**src/rtl/alu_ctrl.sv**
```systemverilog
// alu_ctrl: four-state execution sequencer (IDLE -> READ -> EXEC -> WB).
// Accepts one instruction per valid/ready handshake and reads both operands
// from a synchronous register file. It drives the ALU, then writes the result
// back and updates the architectural {Z,N,C,V} flags when the condition passes.
// Optional feature macro: ALU_CTRL_ILLEGAL_TRAP_EN.
//   Defined:   an illegal opcode sets the sticky err bit, suppresses done and
//              stops accepting instructions until reset.
//   Undefined: an illegal opcode retires like a NOP and err is tied to 0.
module alu_ctrl #(
    parameter logic [3:0] FLAGS_RESET = 4'b0000
) (
    input  logic        clk,
    input  logic        reset,
    input  logic        instr_valid,
    output logic        instr_ready,
    input  logic [31:0] instr,
    output logic [3:0]  rf_raddr_a,
    output logic [3:0]  rf_raddr_b,
    input  logic [31:0] rf_rdata_a,
    input  logic [31:0] rf_rdata_b,
    output logic [3:0]  rf_waddr,
    output logic [31:0] rf_wdata,
    output logic        rf_we,
    output logic [31:0] alu_a,
    output logic [31:0] alu_b,
    output logic [4:0]  alu_op,
    input  logic [31:0] alu_result,
    input  logic        alu_z,
    input  logic        alu_n,
    input  logic        alu_c,
    input  logic        alu_v,
    output logic [3:0]  flags,
    output logic        done,
    output logic        err
);

    localparam int DATA_W = 32;

    localparam logic [4:0] OP_NOP = 5'h00;
    localparam logic [4:0] OP_LD  = 5'h01;
    localparam logic [4:0] OP_ADD = 5'h03;
    localparam logic [4:0] OP_SUB = 5'h04;
    localparam logic [4:0] OP_AND = 5'h05;
    localparam logic [4:0] OP_OR  = 5'h06;
    localparam logic [4:0] OP_XOR = 5'h07;
    localparam logic [4:0] OP_NOT = 5'h08;
    localparam logic [4:0] OP_SL  = 5'h09;
    localparam logic [4:0] OP_SR  = 5'h0A;

    typedef enum logic [1:0] {
        IDLE = 2'd0,
        READ = 2'd1,
        EXEC = 2'd2,
        WB   = 2'd3
    } state_t;

    state_t state, state_nxt;

    // Instruction word held for the whole sequence; bits [11:0] carry nothing.
    logic [31:12]      instr_p0;
    // Values captured at the end of EXEC and consumed in WB.
    logic [DATA_W-1:0] result_p1;
    logic [3:0]        aflags_p1;
    logic              cond_ok_p1;

    logic [4:0] op;
    logic [3:0] rd;
    logic [3:0] rs1;
    logic [3:0] rs2;
    logic [2:0] cond;
    logic       wb_commit;
    logic       trap_wb;
    logic       unused_instr_lsbs;

    assign op   = instr_p0[31:27];
    assign rd   = instr_p0[26:23];
    assign rs1  = instr_p0[22:19];
    assign rs2  = instr_p0[18:15];
    assign cond = instr_p0[14:12];

    assign unused_instr_lsbs = ^instr[11:0];

    function automatic logic op_legal(input logic [4:0] o);
        case (o)
            OP_NOP, OP_LD, OP_ADD, OP_SUB, OP_AND,
            OP_OR, OP_XOR, OP_NOT, OP_SL, OP_SR: op_legal = 1'b1;
            default:                             op_legal = 1'b0;
        endcase
    endfunction

    // Condition check against the architectural flags {Z,N,C,V}.
    function automatic logic cond_pass(input logic [2:0] c, input logic [3:0] f);
        case (c)
            3'd0:    cond_pass = 1'b1;
            3'd1:    cond_pass = f[3];
            3'd2:    cond_pass = ~f[3];
            3'd3:    cond_pass = f[2];
            3'd4:    cond_pass = f[1];
            3'd5:    cond_pass = f[0];
            default: cond_pass = 1'b0;
        endcase
    endfunction

    // Chooses which ALU flags an op may change; masked flags are cleared.
    function automatic logic [3:0] flag_update(input logic [4:0] o, input logic [3:0] af);
        case (o)
            OP_ADD, OP_SL: flag_update = af;
            OP_SUB:        flag_update = {af[3], af[2], 1'b0, af[0]};
            default:       flag_update = {af[3], af[2], 2'b00};
        endcase
    endfunction

    assign wb_commit = op_legal(op) && (op != OP_NOP) && cond_ok_p1;

`ifdef ALU_CTRL_ILLEGAL_TRAP_EN
    assign trap_wb = (state == WB) && !op_legal(op);

    // Sticky trap indication; only reset clears it.
    always_ff @(posedge clk or negedge reset) begin
        if (!reset)       err <= 1'b0;
        else if (trap_wb) err <= 1'b1;
    end
`else
    assign trap_wb = 1'b0;
    assign err     = 1'b0;
`endif

    // State register; reset drops any in-flight instruction.
    always_ff @(posedge clk or negedge reset) begin
        if (!reset) state <= IDLE;
        else        state <= state_nxt;
    end

    // Next state and all sequencer outputs, decoded from the current state.
    always_comb begin
        state_nxt   = state;
        instr_ready = 1'b0;
        rf_raddr_a  = '0;
        rf_raddr_b  = '0;
        alu_a       = '0;
        alu_b       = '0;
        alu_op      = OP_NOP;
        rf_we       = 1'b0;
        rf_waddr    = '0;
        rf_wdata    = '0;
        done        = 1'b0;
        case (state)
            IDLE: begin
                instr_ready = ~err;
                if (instr_valid && !err) state_nxt = READ;
            end
            READ: begin
                rf_raddr_a = rs1;
                rf_raddr_b = rs2;
                state_nxt  = EXEC;
            end
            EXEC: begin
                alu_a     = rf_rdata_a;
                alu_b     = rf_rdata_b;
                alu_op    = op;
                state_nxt = WB;
            end
            WB: begin
                rf_waddr  = rd;
                rf_wdata  = result_p1;
                rf_we     = wb_commit;
                done      = ~trap_wb;
                state_nxt = IDLE;
            end
            default: state_nxt = IDLE;
        endcase
    end

    // ---- stage p0: instruction capture on handshake ----
    always_ff @(posedge clk) begin
        if (instr_valid && instr_ready) instr_p0 <= instr[31:12];
    end

    // ---- stage p1: ALU result, ALU flags and condition outcome ----
    always_ff @(posedge clk) begin
        if (state == EXEC) begin
            result_p1  <= alu_result;
            aflags_p1  <= {alu_z, alu_n, alu_c, alu_v};
            cond_ok_p1 <= cond_pass(cond, flags);
        end
    end

    // Architectural flags change only when the instruction commits.
    always_ff @(posedge clk or negedge reset) begin
        if (!reset)                         flags <= FLAGS_RESET;
        else if (state == WB && wb_commit)  flags <= flag_update(op, aflags_p1);
    end

endmodule
```
**config.mk**
```make
export PLATFORM = sky130hd
export DESIGN_NAME = alu_ctrl
export DESIGN_NICKNAME = d
export VERILOG_FILES = /design/src/rtl/alu_ctrl.sv
export SDC_FILE = /design/constraint.sdc
export NUM_CORES = 1
export LEC_CHECK = 0
export CORE_ASPECT_RATIO = 1.5
export CORE_UTILIZATION = 29
export CTS_CLUSTER_SIZE = 20
export DETAILED_ROUTE_END_ITERATION = 10
export GPL_TIMING_DRIVEN = 0
export PLACE_DENSITY = 0.77
export SETUP_SLACK_MARGIN = 0.15
export SKIP_CTS_REPAIR_TIMING = 1
export SLEW_MARGIN = 20
export SYNTH_ARGS = -nofsm -noshare
export SYNTH_HDL_FRONTEND = slang
export SYNTH_SLANG_ARGS = --single-unit
```
**constraint.sdc**
```tcl
create_clock -name clk -period 2.3 [get_ports clk]
set_clock_uncertainty 0.2 [all_clocks]
set_input_delay 0.345 -clock clk [delete_from_list [all_inputs] [get_ports clk]]
set_output_delay 0.345 -clock clk [all_outputs]
set_load 0.02 [all_outputs]
```
==> run_results.csv, run 1 <==
group,metric,value,unit
global_route,grt-ovfl-total,0,
logic_synthesis,syn-cell-area,0.00301,mm^2
die,row_count,45,
worst_setup_path,r2r_slack,410,ps
placed_design,place_inst,592,
placed_design,globalplace.congestion,0.784,
placed_design,dp_slack,-564,ps
drt,drc,0,
logic_synthesis,ys_types,34,
die,core,0.0101,mm^2
logic_synthesis,synth-seq-area-share,62.4,%
layout,layout-drive-gt1-share,49.8,%
clock_network,cts_tree,"yes",
layout,layout_common_cells,"clkdlybuf4s50_1, buf_6, and2_4",
run,cap_violations,0,
clock_network,root_buffer,"clkbuf_16",
global_route,grt_use_met3,6.18,%
logic_synthesis,synthAdderAreaFrac,2.08,%
power,peakVddDrop,0.000567,V
logic_synthesis,syn_nets,373,
logic_synthesis,yosys.area_share.simple,28.1,%
global_route,met2_usage,32.5,%
timing,max_freq,426,MHz
hold_path,hold_class,"in -> async",
placed_design,port_buffers,242,
die,die_h,127,um
timing,fin_ws,-49.4,ps
layout,stdcell_count,641,
logic_synthesis,muxShareOfSynthArea,1.87,%
timing,hold_viol,0,
logic_synthesis,synthCells,233,
worst_setup_path,path_max_fanout,5,
timing,setup_viol,5,
worst_setup_path,worstSetupPathType,"reg -> out",
drt,dr.pass1.iters,4,
timing,min_period_over_period,102,%
die,dieWidth,85.2,um
drt,drt-total-wl,10.7,mm
drt,wire_per_inst,16.7,um
logic_synthesis,synth_compound_area_share,2.74,%
worst_setup_path,critPathCaptureType,"output port",
power,p_total,0.00800,W
clock_network,cts.reportedPaths.clkPinSlew,50,ps
global_route,grt_pass1_wl,13.9,mm
clock_network,cts.path.max_buffers,2,
timing,slew_headroom,66.1,%
timing,tightest_slew,509,ps
logic_synthesis,yosys_warnings,0,
die,dieArea,0.0108,mm^2
drt,num_vias,2880,
layout,nets,659,
worst_setup_path,start_kind,"register",
layout,fillers,747,
timing,finalMaxSlewViolations,0,
logic_synthesis,synth_area_per_cell,12.9,um^2
timing,fin_crit,2350,ps
layout,mostFrequentLayoutCell,"clkdlybuf4s50_1",
logic_synthesis,synth_top_family_by_area,"simple AND/OR/NAND/NOR gates",
worst_setup_path,r2r_start,"state[1]",
clock_network,cts_htree_levels,3,
die,ioPinCount,256,
logic_synthesis,synth_xor_xnor_area_share,0.291,%
clock_network,cts_buffers,9,
status,violations,"negative setup slack",
drt,drt_iter0_drc,51,
layout,diodes,0,
placed_design,hpwl,7.30,mm
global_route,first_global_vias,2889,
clock_network,insertion_delay,320,ps
global_route,busiest_layer,"met2",
global_route,antenna_found_initial,0,
drt,ant_nets,0,
status,outcome,"finished with violations",
worst_setup_path,critPathLaunch,"state[0]",
worst_setup_path,cp.required,1750,ps
layout,syn_to_final_growth,122,%
worst_setup_path,endpoint,"alu_b[17]",
global_route,grtUsageTotal,17.0,%
logic_synthesis,synth-seq-cells,64,
worst_setup_path,cp.arrival,1800,ps
drt,post_drt_via_cell_ratio,4.49,
global_route,grt_start_max_net_pins,45,
power,p_leak,3.06,nW
power,p_per_area,1190,mW/mm^2
clock_network,cts.sinks,64,
die,initial_utilization,29.7,%
timing,rsz0062_at_grt,"true",
global_route,met1_usage,15.9,%
worst_setup_path,worstRegToRegCells,5,
[synth_stat cells, drive strengths merged]
cell type / instances / area share, %
nor4b: 1 / 0.29
o21ai: 3 / 0.50
xnor2: 1 / 0.29
conb: 1 / 0.12
a21oi: 1 / 0.17
inv: 3 / 0.37
a221o: 1 / 0.33
a211oi: 1 / 0.25
nand4b: 2 / 0.58
clkbuf: 10 / 1.2
nand2: 2 / 0.25
and2: 115 / 24
o41ai: 1 / 0.29
nor2: 2 / 0.50
nor3: 3 / 0.50
ha: 5 / 2.1
nor4bb: 2 / 0.66
a21o: 1 / 0.29
buf: 3 / 0.79
mux2: 4 / 1.9
a31o: 1 / 0.29
o311a: 1 / 0.33
nor2b: 2 / 0.42
nor4: 1 / 0.71
a221oi: 1 / 0.29
nand3b: 1 / 0.25
dfxtp: 1 / 0.66
edfxtp: 57 / 57
dfrtp: 6 / 5.0
[kinds of logic (layout without fill, tap and decap cells)]
kind of cell | after synthesis | count (layout)
other cells | 1 | 1
flops | 64 | 64
buf+inv | 16 | 307
simple gates | 131 | 131
mux | 4 | 4
xor+xnor | 1 | 1
compound gates | 11 | 11
fa+ha+maj | 5 | 5
[stage by stage]
| stage | setup TNS [ps] | utilization (%) | hold slack (ps) | area (um^2) |
|---|---|---|---|---|
| 4_1_cts | -80980 | 58.0 | 89.2 | 5880 |
| 5_1_grt | -552 | 66.1 | 103 | 6700 |
| 3_5_place_dp | -41890 | 55.2 | 277 | 5600 |
| 6_report | -239 | 66.1 | 96.0 | 6700 |
| 3_3_place_gp | -36790 | 55.2 | 261 | 5600 |
| 2_1_floorplan | 0 | - | -151 | 3030 |
[worst min-delay path by stage]
stage                     to  slack [ps]  cells past startpoint
global route        flags[0]         100                      1
global placement    flags[3]         260                      1
floorplan           flags[0]        -150                      0
detailed placement  flags[3]         280                      1
finish              flags[0]         100                      1
CTS                 flags[1]          90                      1
[per-layer routing]
layer  vias to the layer above  part of all wire, %
met5                         -                    0
met4                         0                  1.6
met3                        11                  8.1
met2                       155                   58
met1                      1350                   32
li1                       1364                    -
[flip-flops by register name, summed over array words and instances (netlist names), named ones only]
| signal | flops |
|---|---|
| state | 2 |
| cond_ok_p1 | 1 |
| instr_p0 | 20 |
| aflags_p1 | 4 |
| result_p1 | 32 |
| flags | 4 |
[layout make-up]
type / count / area [um^2] / share of cell area [%]
Timing Repair Buffer: 275 / 2920 / 43.6
Sequential cell: 64 / 1880 / 28.1
Multi-Input combinational cell: 153 / 1310 / 19.6
Clock buffer: 11 / 233 / 3.47
Tap cell: 117 / 146 / 2.19
Buffer: 13 / 144 / 2.15
Clock inverter: 5 / 47.5 / 0.710
Inverter: 3 / 11.3 / 0.168
[power breakdown]
group	internal [W]	switching (W)
logic	0.00276	0.00215
registers	0.00167	0.000139
clock network	0.000826	0.000445
[critical path, cell delays in order, from the launching register on]
cell and delay (ps):
dfrtp_1 430, inv_2 100, ha_4 200, buf_12 130
clkbuf_16 150, buf_6 110, buf_6 120, and2_4 130
buf_6 120
(Power assumes the default switching activity.)
==> inputs of run 2 (changes only) <==
--- a/config.mk
+++ b/config.mk
@@ -5,12 +5,14 @@
 export SDC_FILE = /design/constraint.sdc
 export NUM_CORES = 1
 export LEC_CHECK = 0
+export CELL_PAD_IN_SITES_DETAIL_PLACEMENT = 1
+export CELL_PAD_IN_SITES_GLOBAL_PLACEMENT = 1
 export CORE_ASPECT_RATIO = 1.5
-export CORE_UTILIZATION = 29
+export CORE_UTILIZATION = 21
 export CTS_CLUSTER_SIZE = 20
 export DETAILED_ROUTE_END_ITERATION = 10
 export GPL_TIMING_DRIVEN = 0
-export PLACE_DENSITY = 0.77
+export PLACE_DENSITY_LB_ADDON = 0.1
 export SETUP_SLACK_MARGIN = 0.15
 export SKIP_CTS_REPAIR_TIMING = 1
 export SLEW_MARGIN = 20
==> run_results.csv, run 2 (synthesized netlist as in run 1, its figures left out) <==
group,metric,value,unit
power,sw_frac_of_total,36.8,%
layout,diodes,0,
clock_network,cts_htree_levels,3,
power,peakVddDrop,0.000484,V
placed_design,placed_cell_area,0.00569,mm^2
clock_network,cts.reportedPaths.clkPinSlew,60,ps
worst_setup_path,worstSetupPathType,"reg -> out",
run,cap_violations,0,
layout,largest_reg_flops,32,
placed_design,globalplace.congestion,0.761,
drt,drc,0,
power,p_sw,0.00262,W
status,outcome,"finished, final reports clean",
global_route,grt-ovfl-total,0,
worst_setup_path,start_kind,"register",
layout,utilization,44.8,%
placed_design,port_buffers,242,
drt,drt-total-wl,11.3,mm
timing,finalMaxSlewViolations,0,
global_route,grt_start_max_net_pins,45,
layout,mostFrequentLayoutCell,"clkdlybuf4s50_1",
layout,syn_to_final_growth,108,%
die,die_h,149,um
global_route,antenna_found_initial,0,
timing,tightest_slew,543,ps
drt,wire_per_inst,16.1,um
timing,slew_headroom,63.8,%
layout,regMostFlops,"result_p1",
die,core,0.0140,mm^2
die,dieArea,0.0148,mm^2
drt,ant_nets,0,
drt,dr.pass1.iters,3,
die,initial_utilization,21.5,%
die,ioPinCount,256,
timing,setup_viol,0,
timing,rsz0062_at_grt,"true",
worst_setup_path,path_max_fanout,10,
drt,num_vias,2830,
clock_network,insertion_delay,330,ps
power,power_frac_comb,55.0,%
layout,nets,644,
power,p_int,0.00449,W
layout,final_area,0.00627,mm^2
global_route,grt_pass1_wl,16.2,mm
drt,post_drt_via_cell_ratio,4.04,
power,clockPowerShare,19.6,%
worst_setup_path,r2r_start,"state[1]",
timing,fin_crit,2230,ps
clock_network,root_buffer,"clkbuf_16",
die,dieWidth,99.8,um
power,p_leak,3.04,nW
worst_setup_path,worstRegToRegCells,5,
hold_path,hold_class,"in -> async",
worst_setup_path,cp.arrival,1690,ps
layout,reg_top3,"result_p1: 32 flops, instr_p0: 20 flops",
drt,drt_iter0_drc,28,
clock_network,cts_tree,"yes",
die,row_count,53,
clock_network,cts.path.max_buffers,2,
power,p_per_area,1130,mW/mm^2
layout,layout_common_cells,"clkdlybuf4s50_1, and2_1, edfxtp_1",
placed_design,hpwl,8.59,mm
power,sequentialPowerShare,25.4,%
worst_setup_path,r2r_slack,400,ps
timing,max_freq,448,MHz
worst_setup_path,critPathCaptureType,"output port",
timing,fin_ws,65.6,ps
worst_setup_path,cp.required,1750,ps
clock_network,cts.sinks,64,
timing,min_period_over_period,97.1,%
layout,fillers,1489,
placed_design,dp_slack,-631,ps
layout,layout-drive-gt1-share,33.2,%
global_route,grtUsageTotal,14.8,%
timing,hold_viol,0,
clock_network,cts_buffers,9,
global_route,first_global_vias,3010,
run 2: power groups by stage:
stage               Sequential [W]  Clock (W)  Combinational (W)
detailed placement         0.00182          0            0.00356
floorplan                  0.00180          0            0.00174
global route               0.00184    0.00147            0.00421
finish                     0.00180    0.00139            0.00391
CTS                        0.00180    0.00144            0.00358
global placement           0.00180          0            0.00353
run 2: metrics by stage:
stage | setup TNS [ps] | instances | hold WS [ps] | power [W]
floorplan | 0 | 233 | -151 | 0.00354
global placement | -46370 | 667 | 262 | 0.00533
detailed placement | -51030 | 667 | 281 | 0.00538
CTS | -91710 | 683 | 97.0 | 0.00682
global route | 0 | 701 | 109 | 0.00751
finish | 0 | 701 | 98.1 | 0.00710
run 2: area by class of cell:
cell class                      instances  area [um^2]  area share (%)
Clock inverter                          6         67.6            1.08
Clock buffer                           10          239            3.81
Sequential cell                        64         1880            30.0
Inverter                                3         13.8           0.219
Buffer                                 13          133            2.11
Multi-Input combinational cell        153         1150            18.3
Tap cell                              192          240            3.83
Timing Repair Buffer                  260         2550            40.7
run 2: worst max path at each step:
stage / start / end / slack [ps] / cells after the start
6_report: state[1] / alu_a[24] / 70 / 6
5_1_grt: state[0] / alu_a[24] / 10 / 6
4_1_cts: state[0] / alu_b[23] / -1000 / 5
3_5_place_dp: state[0] / alu_b[27] / -630 / 5
3_3_place_gp: state[0] / alu_a[28] / -580 / 5
2_1_floorplan: state[0] / register / 200 / 5
run 2: metal layers:
metal / routed length, um / vias up / GRT usage [%] / share of wire, %
met1: 3760 / 1321 / 14.1 / 33
met4: 195 / 0 / 5.96 / 1.7
met5: 0 / - / 0 / 0
met2: 6120 / 162 / 27.3 / 54
met3: 1190 / 16 / 6.42 / 11
li1: - / 1331 / - / -
run 2: critical path: stages, from the launching register on:
cell and delay [ps]:
dfrtp_2 440, buf_6 130, ha_4 190, buf_4 150, buf_6 130, and2_1 150, buf_2 160
==> inputs of run 3 (changes only) <==
--- a/config.mk
+++ b/config.mk
@@ -15,7 +15,9 @@
 export PLACE_DENSITY_LB_ADDON = 0.1
 export SETUP_SLACK_MARGIN = 0.15
 export SKIP_CTS_REPAIR_TIMING = 1
+export SKIP_LAST_GASP = 1
 export SLEW_MARGIN = 20
 export SYNTH_ARGS = -nofsm -noshare
 export SYNTH_HDL_FRONTEND = slang
 export SYNTH_SLANG_ARGS = --single-unit
+export TNS_END_PERCENT = 1
==> constraint.sdc (replaced) <==
create_clock -name clk -period 1.9 [get_ports clk]
set_clock_uncertainty 0.2 [all_clocks]
set_input_delay 0.285 -clock clk [delete_from_list [all_inputs] [get_ports clk]]
set_output_delay 0.285 -clock clk [all_outputs]
set_load 0.02 [all_outputs]
==> run_results.csv, run 3 (synthesized netlist as in run 1, its figures left out) <==
group,metric,value,unit
layout,layout_common_cells,"clkdlybuf4s50_1, and2_2, edfxtp_1",
timing,hold_viol,0,
worst_setup_path,worstSetupPathType,"reg -> out",
clock_network,cts_buffers,9,
placed_design,place_inst,667,
clock_network,cts.path.max_buffers,2,
global_route,first_global_vias,3043,
die,initial_utilization,21.5,%
global_route,grt_start_max_net_pins,45,
global_route,antenna_found_initial,1,
layout,stdcell_count,695,
drt,wire_per_inst,16.3,um
die,ioPinCount,256,
timing,min_period_over_period,108,%
timing,finalMaxSlewViolations,0,
placed_design,placed_cell_area,0.00579,mm^2
power,p_per_area,1370,mW/mm^2
drt,drc,0,
die,die_h,149,um
layout,nets,638,
drt,post_drt_via_cell_ratio,4.02,
clock_network,cts_tree,"yes",
drt,dr.pass1.iters,4,
layout,layout-drive-gt1-share,45.1,%
global_route,grtUsageTotal,14.8,%
worst_setup_path,cp.arrival,1560,ps
die,dieWidth,99.8,um
clock_network,cts_htree_levels,3,
timing,setup_viol,114,
layout,final_area,0.00610,mm^2
hold_path,hold_class,"in -> async",
drt,ant_nets,0,
worst_setup_path,path_max_fanout,10,
global_route,grt_pass1_wl,16.2,mm
power,p_leak,2.72,nW
layout,syn_to_final_growth,102,%
layout,utilization,43.6,%
layout,reg_top3,"result_p1: 32 flops, instr_p0: 20 flops",
layout,regMostFlops,"result_p1",
clock_network,cts.reportedPaths.clkPinSlew,60,ps
drt,drt-total-wl,11.4,mm
global_route,grt-ovfl-total,0,
layout,largest_reg_flops,32,
clock_network,root_buffer,"clkbuf_16",
power,peakVddDrop,0.000494,V
drt,num_vias,2793,
worst_setup_path,critPathCaptureType,"output port",
layout,diodes,0,
worst_setup_path,start_kind,"register",
worst_setup_path,cp.required,1410,ps
layout,mostFrequentLayoutCell,"clkdlybuf4s50_1",
placed_design,hpwl,8.63,mm
timing,fin_crit,2050,ps
die,row_count,53,
worst_setup_path,worstRegToRegCells,6,
power,p_total,0.00839,W
clock_network,cts.sinks,64,
die,core,0.0140,mm^2
timing,max_freq,488,MHz
placed_design,globalplace.congestion,0.720,
status,outcome,"finished with violations",
timing,rsz0062_at_grt,"true",
placed_design,dp_slack,-903,ps
status,violations,"negative setup slack",
drt,drt_iter0_drc,45,
run,cap_violations,0,
die,dieArea,0.0148,mm^2
timing,fin_ws,-150,ps
placed_design,port_buffers,242,
clock_network,insertion_delay,330,ps
==> run 3: cell count changes in the layout (fill, tap and decap cells not counted), sizes merged <==
| cell | change |
|---|---|
| inv | -1 |
| dlymetal6s2s | -20 |
| clkbuf | +13 |
| buf | +1 |
| clkinvlp | +1 |
==> run 3: layout make-up <==
class / instances / area, um^2
flip-flops and latches: 64 / 1880
repair buffers: 254 / 2350
fillers: 1517 / 7890
clock inverters: 6 / 70.1
multi-input cells: 153 / 1170
clock buffers: 10 / 229
inverters: 3 / 13.8
well taps: 192 / 240
plain buffers: 13 / 138
==> run 3: report_power, final <==
part	internal, W	switching [W]
clock	0.00102	0.000628
combinational	0.00219	0.00237
sequential	0.00202	0.000158
total	0.00523	0.00316
==> run 3: path summary, 6_finish.rpt <==
check,startpoint,end,slack (ps)
min reg2reg,aflags_p1[2],flags[2],280
min in group clk,aflags_p1[2],flags[2],280
min,reset,flags[1],10
max,state[1],alu_b[28],-150
max reg2reg,state[0],register,120
max in group asynchronous,reset,state[1],1220
==> run 3: routing by layer <==
metal  global-route usage [%]  wire (um)  share of wire (%)
met4                     5.74        146                1.3
met2                     27.1       6420                 57
met1                     13.9       3610                 32
met3                     7.36       1180                 10
met5                        0          0                  0
==> run 3: critical path: stages (launching register included) <==
cell     delay [ps]
dfrtp_2         450
ha_4            190
buf_12          150
buf_6           130
and2_2          160
buf_4           150
==> run 3: stage by stage <==
step	setup TNS [ps]	hold WS, ps
2_1_floorplan	0	-211
3_3_place_gp	-72580	265
3_5_place_dp	-76480	270
4_1_cts	-118950	16.5
5_1_grt	-19930	31.4
6_report	-12600	10.4
==> variant 1, RTL diff (settings of run 2) <==
Build with the macro `ALU_CTRL_ILLEGAL_TRAP_EN` defined.
--- a/src/rtl/alu_ctrl.sv
+++ b/src/rtl/alu_ctrl.sv
@@ -6,6 +6,8 @@
 //   Defined:   an illegal opcode sets the sticky err bit, suppresses done and
 //              stops accepting instructions until reset.
 //   Undefined: an illegal opcode retires like a NOP and err is tied to 0.
+`define ALU_CTRL_ILLEGAL_TRAP_EN
+
 module alu_ctrl #(
     parameter logic [3:0] FLAGS_RESET = 4'b0000
 ) (
Behaviour: not the same (Yosys sat finds a counterexample within 4 cycles, from zero or initial values and one cycle with reset low).
==> variant 1 against run 2 <==
  * Synthesized area is 1.6% higher
  * Largest power group unchanged
  * Routed wire length is essentially flat
  * Sequential cell count grew 1
  * Power down 14%
  * Core utilization shrank 3.5 points
  * Combinational power fell by 17%
  * Setup slack worse by 38 ps
  * Cell area down 6.8%
  * Clock power is 16% lower
  * First-iteration DRC count up 39%
  * Non-clock buffer count shrank 8
==> variant 1: results (changes against run 2) <==
Status
  – Status: complete, no violations (unchanged)

Finish
  – Non-Filler Instances: 700 (was 701)
  – Net count, final: 643 (was 644)
  – Proportion of layout cells with a drive suffix above 1: 28.7% (was 33.2%)
  – Filler cell count in the final layout: 1562 (was 1489)

Power and ir drop
  – Maximum vdd ir drop: 0.354 mV (was 0.484 mV)
  – Leakage power: 2.67 nW (was 3.04 nW)

Route
  – Total wire length after detailed routing: 11300 um (about the same)
  – Ratio of routed vias to standard cells: 4.06 (was 4.04)
  – Initial DRC count: 39 (was 28)

Synth
  – Cell types occupying the most area after synthesis: edfxtp_1, and2_1, dfrtp_1 (unchanged)
  – Mapped Cells: 240 (was 233)
  – Share of synthesized area occupied by flip-flops and latches: 62.3% (was 62.4%)
  – Number of library cell types mapped by synthesis: 35 (was 34)
  – Share of async-settable or async-resettable flops after synthesis: 10.8% (was 9.38%)
  – Synthesized net count: 380 (was 373)

Critical path
  – Cell with the largest stage delay on the worst path: dfrtp_1 (was dfrtp_2)
  – Delay contributed by the slowest stage of the critical path: 410 ps (was 440 ps)
  – Peak fanout along the critical path: 10 (unchanged)
  – Crit path DAT: 1730 ps (was 1690 ps)
  – Category of cells accounting for the largest share of critical-path delay: buffers and inverters (unchanged)

Placement
  – Cell Count Post-Placement: 675 (was 667)
  – Half-perimeter wire length of the detailed placement result: 8740 um (was 8590 um)
  – Placer congestion estimate: 0.748 (was 0.761)
  – Placement Setup Slack: -685 ps (was -631 ps)

GRT
  – Number of global-route vias before repair: 3091 (was 3010)
  – Wire length of the first global-routing pass: 16100 um (was 16200 um)
  – GRT Util Overall: 14.5% (was 14.8%)

STA
  – Worst slew margin relative to its limit: 71.4% (was 63.8%)
==> variant 1: cell count changes in the layout (fill, tap and decap cells not counted), moves of 3 or more <==
cell	delta
and2_4	-22
clkbuf_2	+26
clkinv_1	+4
buf_6	-45
dlymetal6s2s_1	-17
buf_2	+3
and2_1	+22
buf_4	+20
==> variant 1: kinds of logic (layout without fill, tap and decap cells) <==
kind of cell             Yosys count  count (layout)  share of synthesized area [%]
multiplexers                       4               4                           1.67
adder cells (fa/ha/maj)            5               5                           2.04
buffers and inverters             17             285                           2.45
AND/OR/NAND/NOR                  134             134                           28.1
flip-flops                        65              65                           62.3
AO/OA/AOI/OAI                     14              14                           3.19
XOR/XNOR                           1               1                          0.286
==> variant 1: worst reg2reg max path: cells and delay by family (launching register included) <==
family	cells	cell delay, ps
adder cells (fa/ha/maj)	1	230
AO/OA/AOI/OAI	2	330
flip-flops	1	440
AND/OR/NAND/NOR	1	450
buffers and inverters	1	120
==> variant 1: per-layer routing <==
layer | up-vias | wire length (um) | track usage, %
li1 | 1342 | - | -
met1 | 1327 | 3560 | 13.0
met2 | 157 | 6340 | 27.2
met3 | 14 | 1100 | 6.73
met4 | 0 | 257 | 6.09
met5 | - | 0 | 0
==> variant 1: per-stage QoR <==
step / hold slack (ps) / total power, mW / instance area (sq um)
3_5_place_dp: 267 / 5.08 / 5750
6_report: 109 / 6.13 / 5850
3_3_place_gp: 265 / 5.03 / 5750
5_1_grt: 113 / 6.51 / 5850
4_1_cts: 90.8 / 6.31 / 6000
2_1_floorplan: -151 / 3.31 / 3080
==> variant 1: report_power, final <==
group,switching (mW),leakage (nW),internal (mW)
logic,1.80,1.93,1.45
registers,0.0933,0.620,1.60
clock network,0.465,0.126,0.709
total,2.36,2.67,3.77
==> variant 1: worst paths after layout <==
check / start / endpoint / slack (ps)
min in group clk: aflags_p1[2] / flags[2] / 280
hold reg to reg: aflags_p1[2] / flags[2] / 280
setup reg to reg: state[1] / register / 410
max in group asynchronous: reset / state[1] / 1500
setup / recovery: state[0] / alu_b[12] / 30
hold / removal: reset / state[0] / 110
==> variant 1: layout make-up <==
type,count,area (sq um),share of cell area [%]
clock inverters,6,25.0,0.428
multi-input cells,158,1110,19.0
flip-flops and latches,65,1910,32.6
inverters,4,15.0,0.257
well taps,192,240,4.11
clock buffers,10,229,3.92
repair buffers,252,2180,37.3
plain buffers,13,136,2.33
==> variant 2, RTL diff (flow settings as in run 2) <==
Made on the original files. The 4 states of `state_t` get a one-hot encoding in 4 bits.
--- a/src/rtl/alu_ctrl.sv
+++ b/src/rtl/alu_ctrl.sv
@@ -47,11 +47,11 @@
     localparam logic [4:0] OP_SL  = 5'h09;
     localparam logic [4:0] OP_SR  = 5'h0A;
 
-    typedef enum logic [1:0] {
-        IDLE = 2'd0,
-        READ = 2'd1,
-        EXEC = 2'd2,
-        WB   = 2'd3
+    typedef enum logic [3:0] {
+        IDLE = 4'b0001,
+        READ = 4'b0010,
+        EXEC = 4'b0100,
+        WB   = 4'b1000
     } state_t;
 
     state_t state, state_nxt;
Behaviour: no difference found for any inputs over 10 cycles, from zero or initial values and one cycle with reset low; not proved beyond that.
==> variant 2 against run 2 <==
  * Hold slack improved by 18 ps
  * Die area grew 0.61%
  * Register-to-register slack got worse by 180 ps
  * Cell area grew 0.44%
  * Non-clock buffer count rose by 1
  * Synthesized area is 0.62% higher
  * Via count rose by 0.28%
  * Setup slack worse by 38 ps
  * Critical path depth shrank 1
  * Routed wire length is 3.2% lower
  * Sequential cell count increased by 2
Power is not compared: it rests on default switching activity, and its combinational part moved more than twofold at a synthesized area within 25%.
==> variant 2: results (changes against run 2) <==
Route
  – Met3 Wirelength: 1180 um (was 1190 um)
  – Number of detailed-routing iterations run before antenna repair: 2 (was 3)
  – Initial DRC count: 72 (was 28)
  – Metal-1 WL: 3660 um (was 3760 um)
  – Wire length on met2: 5910 um (was 6120 um)
  – Via total after detailed routing: 2838 (was 2830)
  – Total wire length after detailed routing: 10900 um (was 11300 um)

Synth
  – Cell types occupying the most area after synthesis: edfxtp_1, and2_1, dfrtp_1 (unchanged)
  – Number of library cell types mapped by synthesis: 32 (was 34)
  – Synthesized-area fraction occupied by adder cells: 0% (was 2.08%)
  – Synthesized net count: 369 (was 373)
  – Most numerous cell types in the synthesized netlist: and2_1, edfxtp_1, clkbuf_1 (unchanged)
  – Share of synthesized area occupied by flip-flops and latches: 63.7% (was 62.4%)
  – Share of async-settable or async-resettable flops after synthesis: 12.1% (was 9.38%)
  – Mapped Cells: 234 (was 233)
  – Compound-cell area share of the yosys netlist: 2.10% (was 2.74%)
  – Count of yosys warnings during synthesis: 0 (unchanged)
  – Fraction of synthesized cell area in xor and xnor cells: 0.289% (was 0.291%)
  – Multiplexer share of the synthesized area: 1.11% (was 1.87%)

GRT
  – Global Route met1 Usage: 12.4% (was 14.1%)
  – Number of global-route vias before repair: 2872 (was 3010)
  – GRT Util Overall: 13.2% (was 14.8%)
  – Met3 layer usage reported by global route: 5.25% (was 6.42%)
  – Largest net degree at the start of global routing: 47 (was 45)
  – Initial antenna violation count: 0 (unchanged)
  – GRT met2 Usage: 24.9% (was 27.3%)
  – Wire length of the first global-routing pass: 14900 um (was 16200 um)

Critical path
  – Crit path DAT: 1730 ps (was 1690 ps)
  – Cell with the largest stage delay on the worst path: dfrtp_2 (unchanged)
  – Peak fanout along the critical path: 23 (was 10)
  – Delay contributed by the slowest stage of the critical path: 440 ps (about the same)
  – Register-to-register setup slack: 220 ps (was 400 ps)

Finish
  – Non-Filler Instances: 702 (was 701)
  – Count of inserted antenna diode cells: 0 (unchanged)
  – Proportion of layout cells with a drive suffix above 1: 35.9% (was 33.2%)
  – Net count, final: 640 (was 644)
  – Regs by FF count: result_p1 x32, instr_p0 x20 (unchanged)
  – Filler cell count in the final layout: 1526 (was 1489)

Floorplan
  – Standard cell core area: 14100 sq um (was 14000 sq um)

Power and ir drop
  – PD cells: 637 nW/um^2
  – Portion of total power attributed to sequential cells: 39.3%
  – Leakage power: 2.88 nW

Status
  – Status: complete, no violations (unchanged)

Placement
  – Placer congestion estimate: 0.698 (was 0.761)
  – Placement Setup Slack: -560 ps (was -631 ps)
  – Half-perimeter wire length of the detailed placement result: 8100 um (was 8590 um)
  – Cell Count Post-Placement: 668 (was 667)
  – Total placed instance area: 5720 sq um (was 5690 sq um)

STA
  – Hold Worst Slack: 117 ps (was 98.1 ps)
  – Minimum setup slack in the final design: 28.0 ps (was 65.6 ps)

Clock tree
  – Largest buffer count on any clock path: 2 (unchanged)
## variant 2: changes by cell type after synthesis, sizes merged, moves of 2 or more
| cell | change |
|---|---|
| nor4b | +5 |
| clkbuf | +2 |
| ha | -5 |
| and2 | +3 |
| inv | -2 |
## variant 2: worst paths after layout
path,start,endpoint,cells past startpoint
min in group clk,aflags_p1[2],flags[2],1
setup reg to reg,state[0],instr_p0[26],3
max in group asynchronous,reset,state[0],1
hold / removal,reset,flags[3],1
hold reg to reg,aflags_p1[2],flags[2],1
setup / recovery,state[1],alu_a[24],5
## variant 2: final cells by class
| class | instances | area, sq um | share of cell area [%] |
|---|---|---|---|
| clock buffer | 10 | 239 | 3.79 |
| sequential | 66 | 1940 | 30.7 |
| inverter | 1 | 3.75 | 0.0596 |
| multi-input combinational | 153 | 1140 | 18.2 |
| buffer | 14 | 155 | 2.46 |
| clock inverter | 6 | 88.8 | 1.41 |
| tap | 192 | 240 | 3.81 |
| timing repair buffer | 260 | 2490 | 39.6 |
